File: src/rtl/rssi_agc_pkg.sv
// Shared types and constants for the RSSI-driven AGC sequencer.
// Optional feature macro used by the top: RSSI_AGC_FAST_ATTACK_EN.
package rssi_agc_pkg;

   typedef enum logic [1:0] {
      ST_IDLE    = 2'd0,
      ST_SETTLE  = 2'd1,
      ST_MEASURE = 2'd2,
      ST_DECIDE  = 2'd3
   } agc_state_e;

   localparam int TIMER_W          = 16;
   localparam int FAST_ATTACK_MULT = 4;
   localparam int GAIN_EXT_PAD     = 3;

   // Headroom so gain +/- step never wraps before the clamp.
   function automatic int gain_ext_w(input int gain_w);
      return gain_w + GAIN_EXT_PAD;
   endfunction

   typedef struct packed {
      logic overload;
      logic hi;
      logic lo;
   } agc_cmp_t;

endpackage

File: src/rtl/agc_dwell_timer.sv
// Load/decrement down-counter shared by the SETTLE and MEASURE windows.
module agc_dwell_timer
   import rssi_agc_pkg::*;
(
   input  logic               clock_i,
   input  logic               reset_n_i,
   input  logic               load_i,
   input  logic [TIMER_W-1:0] load_val_i,
   input  logic               dec_i,
   output logic               zero_o
);

   logic [TIMER_W-1:0] count_q;

   always_ff @(posedge clock_i or negedge reset_n_i) begin
      if (!reset_n_i) begin
         count_q <= '0;
      end else if (load_i) begin
         count_q <= load_val_i;
      end else if (dec_i && (count_q != '0)) begin
         count_q <= count_q - 1'b1;
      end
   end

   assign zero_o = (count_q == '0);

endmodule

File: src/rtl/rssi_agc_ctrl.sv
// Closed-loop AGC sequencer: clear/settle, measure, then step the gain code.
// Define RSSI_AGC_FAST_ATTACK_EN to make overload step down by FAST_ATTACK_MULT*STEP.
module rssi_agc_ctrl
   import rssi_agc_pkg::*;
#(
   parameter int GAIN_W = 7,
   parameter int STEP   = 1
) (
   input  logic              clock_i,
   input  logic              reset_n_i,
   input  logic              enable_i,
   input  logic [15:0]       rssi_i,
   input  logic [15:0]       over_count_i,
   input  logic [15:0]       settle_cycles_i,
   input  logic [15:0]       dwell_cycles_i,
   input  logic [15:0]       rssi_hi_i,
   input  logic [15:0]       rssi_lo_i,
   input  logic [15:0]       over_thresh_i,
   input  logic [GAIN_W-1:0] gain_min_i,
   input  logic [GAIN_W-1:0] gain_max_i,
   input  logic [GAIN_W-1:0] gain_init_i,
   output logic              meas_clear_o,
   output logic [GAIN_W-1:0] gain_o,
   output logic              gain_stb_o,
   output logic              locked_o
);

   localparam int EXT_W = gain_ext_w(GAIN_W);
`ifdef RSSI_AGC_FAST_ATTACK_EN
   localparam int OVL_MULT = FAST_ATTACK_MULT;
`else
   localparam int OVL_MULT = 1;
`endif
   localparam logic signed [EXT_W-1:0] STEP_X     = EXT_W'(STEP);
   localparam logic signed [EXT_W-1:0] OVL_STEP_X = EXT_W'(STEP * OVL_MULT);

   agc_state_e        state_q;
   logic [GAIN_W-1:0] gain_q;
   logic              gain_stb_q;
   logic              locked_q;
   logic              meas_clear_q;

   logic               timer_load;
   logic [TIMER_W-1:0] timer_val;
   logic               timer_dec;
   logic               timer_zero;

   agc_cmp_t                 cmp;
   logic signed [EXT_W-1:0]  gain_x, min_x, max_x, target_x, clamp_x;
   logic [GAIN_W-1:0]        gain_d;
   logic                     gain_changed;
   logic                     in_range;

   // Decision datapath: only consumed in DECIDE, evaluated every cycle.
   assign cmp.overload = (over_count_i > over_thresh_i);
   assign cmp.hi       = (rssi_i > rssi_hi_i);
   assign cmp.lo       = (rssi_i < rssi_lo_i);
   assign in_range     = ~(cmp.overload | cmp.hi | cmp.lo);

   assign gain_x = $signed({{(EXT_W-GAIN_W){1'b0}}, gain_q});
   assign min_x  = $signed({{(EXT_W-GAIN_W){1'b0}}, gain_min_i});
   assign max_x  = $signed({{(EXT_W-GAIN_W){1'b0}}, gain_max_i});

   always_comb begin
      target_x = gain_x;
      if (cmp.overload) begin
         target_x = gain_x - OVL_STEP_X;
      end else if (cmp.hi) begin
         target_x = gain_x - STEP_X;
      end else if (cmp.lo) begin
         target_x = gain_x + STEP_X;
      end
   end

   // Max is applied last so an inverted min/max config resolves to gain_max.
   always_comb begin
      clamp_x = target_x;
      if (clamp_x < min_x) clamp_x = min_x;
      if (clamp_x > max_x) clamp_x = max_x;
   end

   assign gain_changed = (clamp_x != gain_x);
   assign gain_d       = clamp_x[GAIN_W-1:0];

   always_comb begin
      timer_load = 1'b0;
      timer_val  = '0;
      timer_dec  = 1'b0;
      if (!enable_i) begin
         timer_load = 1'b1;
      end else begin
         unique case (state_q)
            ST_IDLE: begin
               timer_load = 1'b1;
               timer_val  = settle_cycles_i;
            end
            ST_SETTLE: begin
               if (timer_zero) begin
                  timer_load = 1'b1;
                  timer_val  = dwell_cycles_i;
               end else begin
                  timer_dec = 1'b1;
               end
            end
            ST_MEASURE: timer_dec = 1'b1;
            ST_DECIDE: begin
               timer_load = 1'b1;
               timer_val  = gain_changed ? settle_cycles_i : dwell_cycles_i;
            end
            default: ;
         endcase
      end
   end

   agc_dwell_timer u_timer (
      .clock_i    (clock_i),
      .reset_n_i  (reset_n_i),
      .load_i     (timer_load),
      .load_val_i (timer_val),
      .dec_i      (timer_dec),
      .zero_o     (timer_zero)
   );

   always_ff @(posedge clock_i or negedge reset_n_i) begin
      if (!reset_n_i) begin
         state_q      <= ST_IDLE;
         gain_q       <= '0;
         gain_stb_q   <= 1'b0;
         locked_q     <= 1'b0;
         meas_clear_q <= 1'b1;
      end else begin
         gain_stb_q <= 1'b0;
         if (!enable_i) begin
            state_q      <= ST_IDLE;
            gain_q       <= gain_init_i;
            locked_q     <= 1'b0;
            meas_clear_q <= 1'b1;
         end else begin
            unique case (state_q)
               ST_IDLE: begin
                  state_q      <= ST_SETTLE;
                  gain_q       <= gain_init_i;
                  locked_q     <= 1'b0;
                  meas_clear_q <= 1'b1;
               end
               ST_SETTLE: begin
                  if (timer_zero) begin
                     state_q      <= ST_MEASURE;
                     meas_clear_q <= 1'b0;
                  end
               end
               ST_MEASURE: begin
                  if (timer_zero) state_q <= ST_DECIDE;
               end
               ST_DECIDE: begin
                  if (gain_changed) begin
                     state_q      <= ST_SETTLE;
                     gain_q       <= gain_d;
                     gain_stb_q   <= 1'b1;
                     locked_q     <= 1'b0;
                     meas_clear_q <= 1'b1;
                  end else begin
                     // Averager keeps running: no clear on a hold decision.
                     state_q  <= ST_MEASURE;
                     locked_q <= in_range;
                  end
               end
               default: state_q <= ST_IDLE;
            endcase
         end
      end
   end

   assign meas_clear_o = meas_clear_q;
   assign gain_o       = gain_q;
   assign gain_stb_o   = gain_stb_q;
   assign locked_o     = locked_q;

endmodule

File: config.mk
export PLATFORM = sky130hd
export DESIGN_NAME = rssi_agc_ctrl
export DESIGN_NICKNAME = d
export VERILOG_FILES = /design/src/rtl/rssi_agc_pkg.sv /design/src/rtl/agc_dwell_timer.sv /design/src/rtl/rssi_agc_ctrl.sv
export SDC_FILE = /design/constraint.sdc
export NUM_CORES = 1
export LEC_CHECK = 0
export ABC_CLOCK_PERIOD_IN_PS = 5600
export CAP_MARGIN = 20
export CORE_MARGIN = 10
export CORE_UTILIZATION = 43
export DETAILED_ROUTE_END_ITERATION = 12
export GPL_TIMING_DRIVEN = 0
export PLACE_DENSITY = 0.79
export SLEW_MARGIN = 10
export SYNTH_ARGS = -nofsm -noshare
export SYNTH_HDL_FRONTEND = slang
export SYNTH_SLANG_ARGS = --single-unit
File: constraint.sdc
create_clock -name clock_i -period 5.6 [get_ports clock_i]
set_input_delay 1.12 -clock clock_i [delete_from_list [all_inputs] [get_ports clock_i]]
set_output_delay 1.12 -clock clock_i [all_outputs]
set_load 0.02 [all_outputs]
==> results.ini <==
[logic_synthesis]
synth_area_leader_cell=ha_1
synth_area_per_cell_sq_um=8.00
synth_top_area_share_pct=20.2
synth_top_flop_cell=dfrtp_1
synth_area_leaders=ha_1 (20%), dfrtp_1 (16%), inv_1 (6.1%), nand2_1 (4.6%), o21ai_0 (3.6%)
synth.distinct_cells=78
syn_inst=535
syn_area_sq_um=4280
synth_warnings=0
ys_ff_latch=28
synth_edf_count=0
synthArstFlopShare_pct=100
synth_nets=740
synth_seq_area_share_pct=16.4

[floorplan]
core-area_sq_um=9730
die_area_sq_um=14300
die_x_um=120
initial_core_util_pct=44.0
fp.dieH_um=120
pin_count=146
rows=36

[drt]
dr_wl_met3_mm=1.15
ant_nets=0
post_drt_wl_per_cell_um=20.4
vias=5201
top_layer_used=met5
vias_per_cell=5.94
drt-met1-wl_mm=7.20
drc=0
drt_iter0_markers=427
first_pass_iters=5
wl_met2_mm=9.12
drt_wl_total_mm=17.8

[clock_tree]
numClockSinks=28
cts_buffers=3
cts_hold_buf=0
clk_pin_slew_ns=0.10
h-tree-depth=1
root_buffer=clkbuf_8
clk_latency_ns=0.28
clock_path_buffers=2
cts_tree=done

[place]
io_buffers=145
dpl.hpwl_mm=12.8
place.gp.congestion=0.900
dp_cells=814

[layout]
layout_commonest_cell=clkdlybuf4s50_1
drive_above_1_share_pct=36.6
fin_cells=875
area_growth_pct=72.2
final_nets=947
final_cell_mix=clkdlybuf4s50_1 (71), buf_4 (49), nand2_1 (43)

[worst_setup_path]
critPathLaunchType=input pin
critPathRequiredTime_ns=5.76
critical_path_class=input pin to flop
cp_max_fo=7
endpoint_kind=flop
slowest_stage=clkdlybuf4s50_1
cpPeakStageDelay_ns=0.45
cp.arrival_ns=7.48

[hold_path]
hold_class=flop to flop

[sta]
rsz0062_at_grt=true
relSlewSlack_pct=53.5
min_period_over_period_pct=131
worst_slack_ns=-1.72
worst_slew_pin_slew_ns=0.695
fin_tns_setup_ns=-45.71
fmax_mhz=137
setup_viol=28
min_period_ns=7.32
clock_skew_ns=0.00919
hold_viol_final=0
slew_viol_final=0

[status]
failed_checks=negative setup slack
status=finished, violations left

[grt]
grt_overflow=0
grt_pass1_wl_mm=26.7
antenna_found_initial=2
grt_pass1_vias=5260
grt_usage_pct=22.2
grt_max_degree=16

[power]
p_leak_nw=3.19
ir_worst_vdd_v=0.000299
p_per_area_nw_per_um2=337

[job]
cap_violations=0

-- cell usage after synthesis, types with 5 or more instances --
cell type	count
clkbuf_1	6
nand3_1	13
nor4_1	5
mux2_4	7
o211ai_1	8
xnor2_1	15
nor2b_1	6
nor2_1	28
inv_1	70
o21ai_0	31
mux2i_1	9
buf_2	5
o21a_1	5
nand2_1	52
and2_1	6
dfrtp_1	27
nor3_1	12
a21oi_1	29
and3_1	5
nand4_1	12
o31ai_1	7
a221o_1	15
ha_1	69
-- flip-flops by register name, indices dropped and copies added (netlist names) --
signal	cells
gain_o	7
gain_stb_o	1
locked_o	1
meas_clear_o	1
state_q	2
u_timer.count_q	16
-- critical path: cells and delay by family --
family	cells	cell delay (ns)
mux	1	0.33
fa+ha+maj	4	0.97
buf+inv	8	1.33
compound gates	14	2.59
simple gates	8	1.12
-- logic make-up (layout without fill, tap and decap cells) --
| family | count (synthesis) | in the layout | synth area share (%) |
|---|---|---|---|
| adder cells (fa/ha/maj) | 69 | 69 | 20.2 |
| other | 0 | 1 | 0 |
| flip-flops | 28 | 28 | 16.4 |
| XOR/XNOR | 19 | 19 | 3.89 |
| AND/OR/NAND/NOR | 162 | 162 | 19.3 |
| buffers and inverters | 88 | 294 | 8.74 |
| multiplexers | 19 | 19 | 5.35 |
| AO/OA/AOI/OAI | 150 | 150 | 26.1 |
-- cell type report --
type | instances | area (sq um)
diodes | 1 | 2.50
well taps | 133 | 166
clock buffers | 4 | 55.1
plain buffers | 16 | 126
repair buffers | 204 | 1880
multi-input cells | 419 | 4160
fillers | 669 | 2360
inverters | 70 | 280
flip-flops and latches | 28 | 702
-- layer usage --
layer  GRT usage [%]  vias to the layer above
li1                -                     2378
met3            3.47                       45
met5               0                        -
met2            41.2                      287
met4            3.24                        2
met1            26.7                     2489
-- power by group --
part / total, mW / internal, mW / switching [mW]
Clock: 0.127 / 0.0630 / 0.0640
Sequential: 0.323 / 0.265 / 0.0582
Combinational: 2.03 / 0.980 / 1.05
-- stage by stage --
stage / setup slack [ns] / total power [mW] / hold WS, ns / util [%] / area [sq um]
floorplan: -1.28 / 1.40 / 0.525 / - / 4520
global placement: -2.52 / 1.81 / 0.497 / 63.1 / 6140
detailed placement: -2.65 / 1.85 / 0.493 / 63.3 / 6150
CTS: -1.58 / 2.28 / 0.511 / 72.6 / 7070
global route: -1.90 / 2.64 / 0.539 / 75.8 / 7370
finish: -1.72 / 2.48 / 0.512 / 75.8 / 7370
-- worst paths after layout --
kind | slack [ns] | startpoint | depth (start not counted) | endpoint
setup / recovery | -1.72 | rssi_lo_i[14] | 35 | u_timer.count_q[13]
hold / removal | 0.51 | meas_clear_o | 2 | meas_clear_o
setup reg to reg | -0.61 | gain_o[1] | 31 | u_timer.count_q[13]
hold reg to reg | 0.51 | meas_clear_o | 2 | meas_clear_o
max in group asynchronous | 3.79 | reset_n_i | 2 | gain_o[5]
min in group asynchronous | 1.25 | reset_n_i | 1 | u_timer.count_q[15]
-- timing repair --
item                       4_1_cts  5_1_grt
setup endpoints to repair       28       28
setup buffers                   39       19
pin swaps                       83       58
gates resized for setup        280       65
gates cloned                     1        1
(Power assumes the default switching activity.)
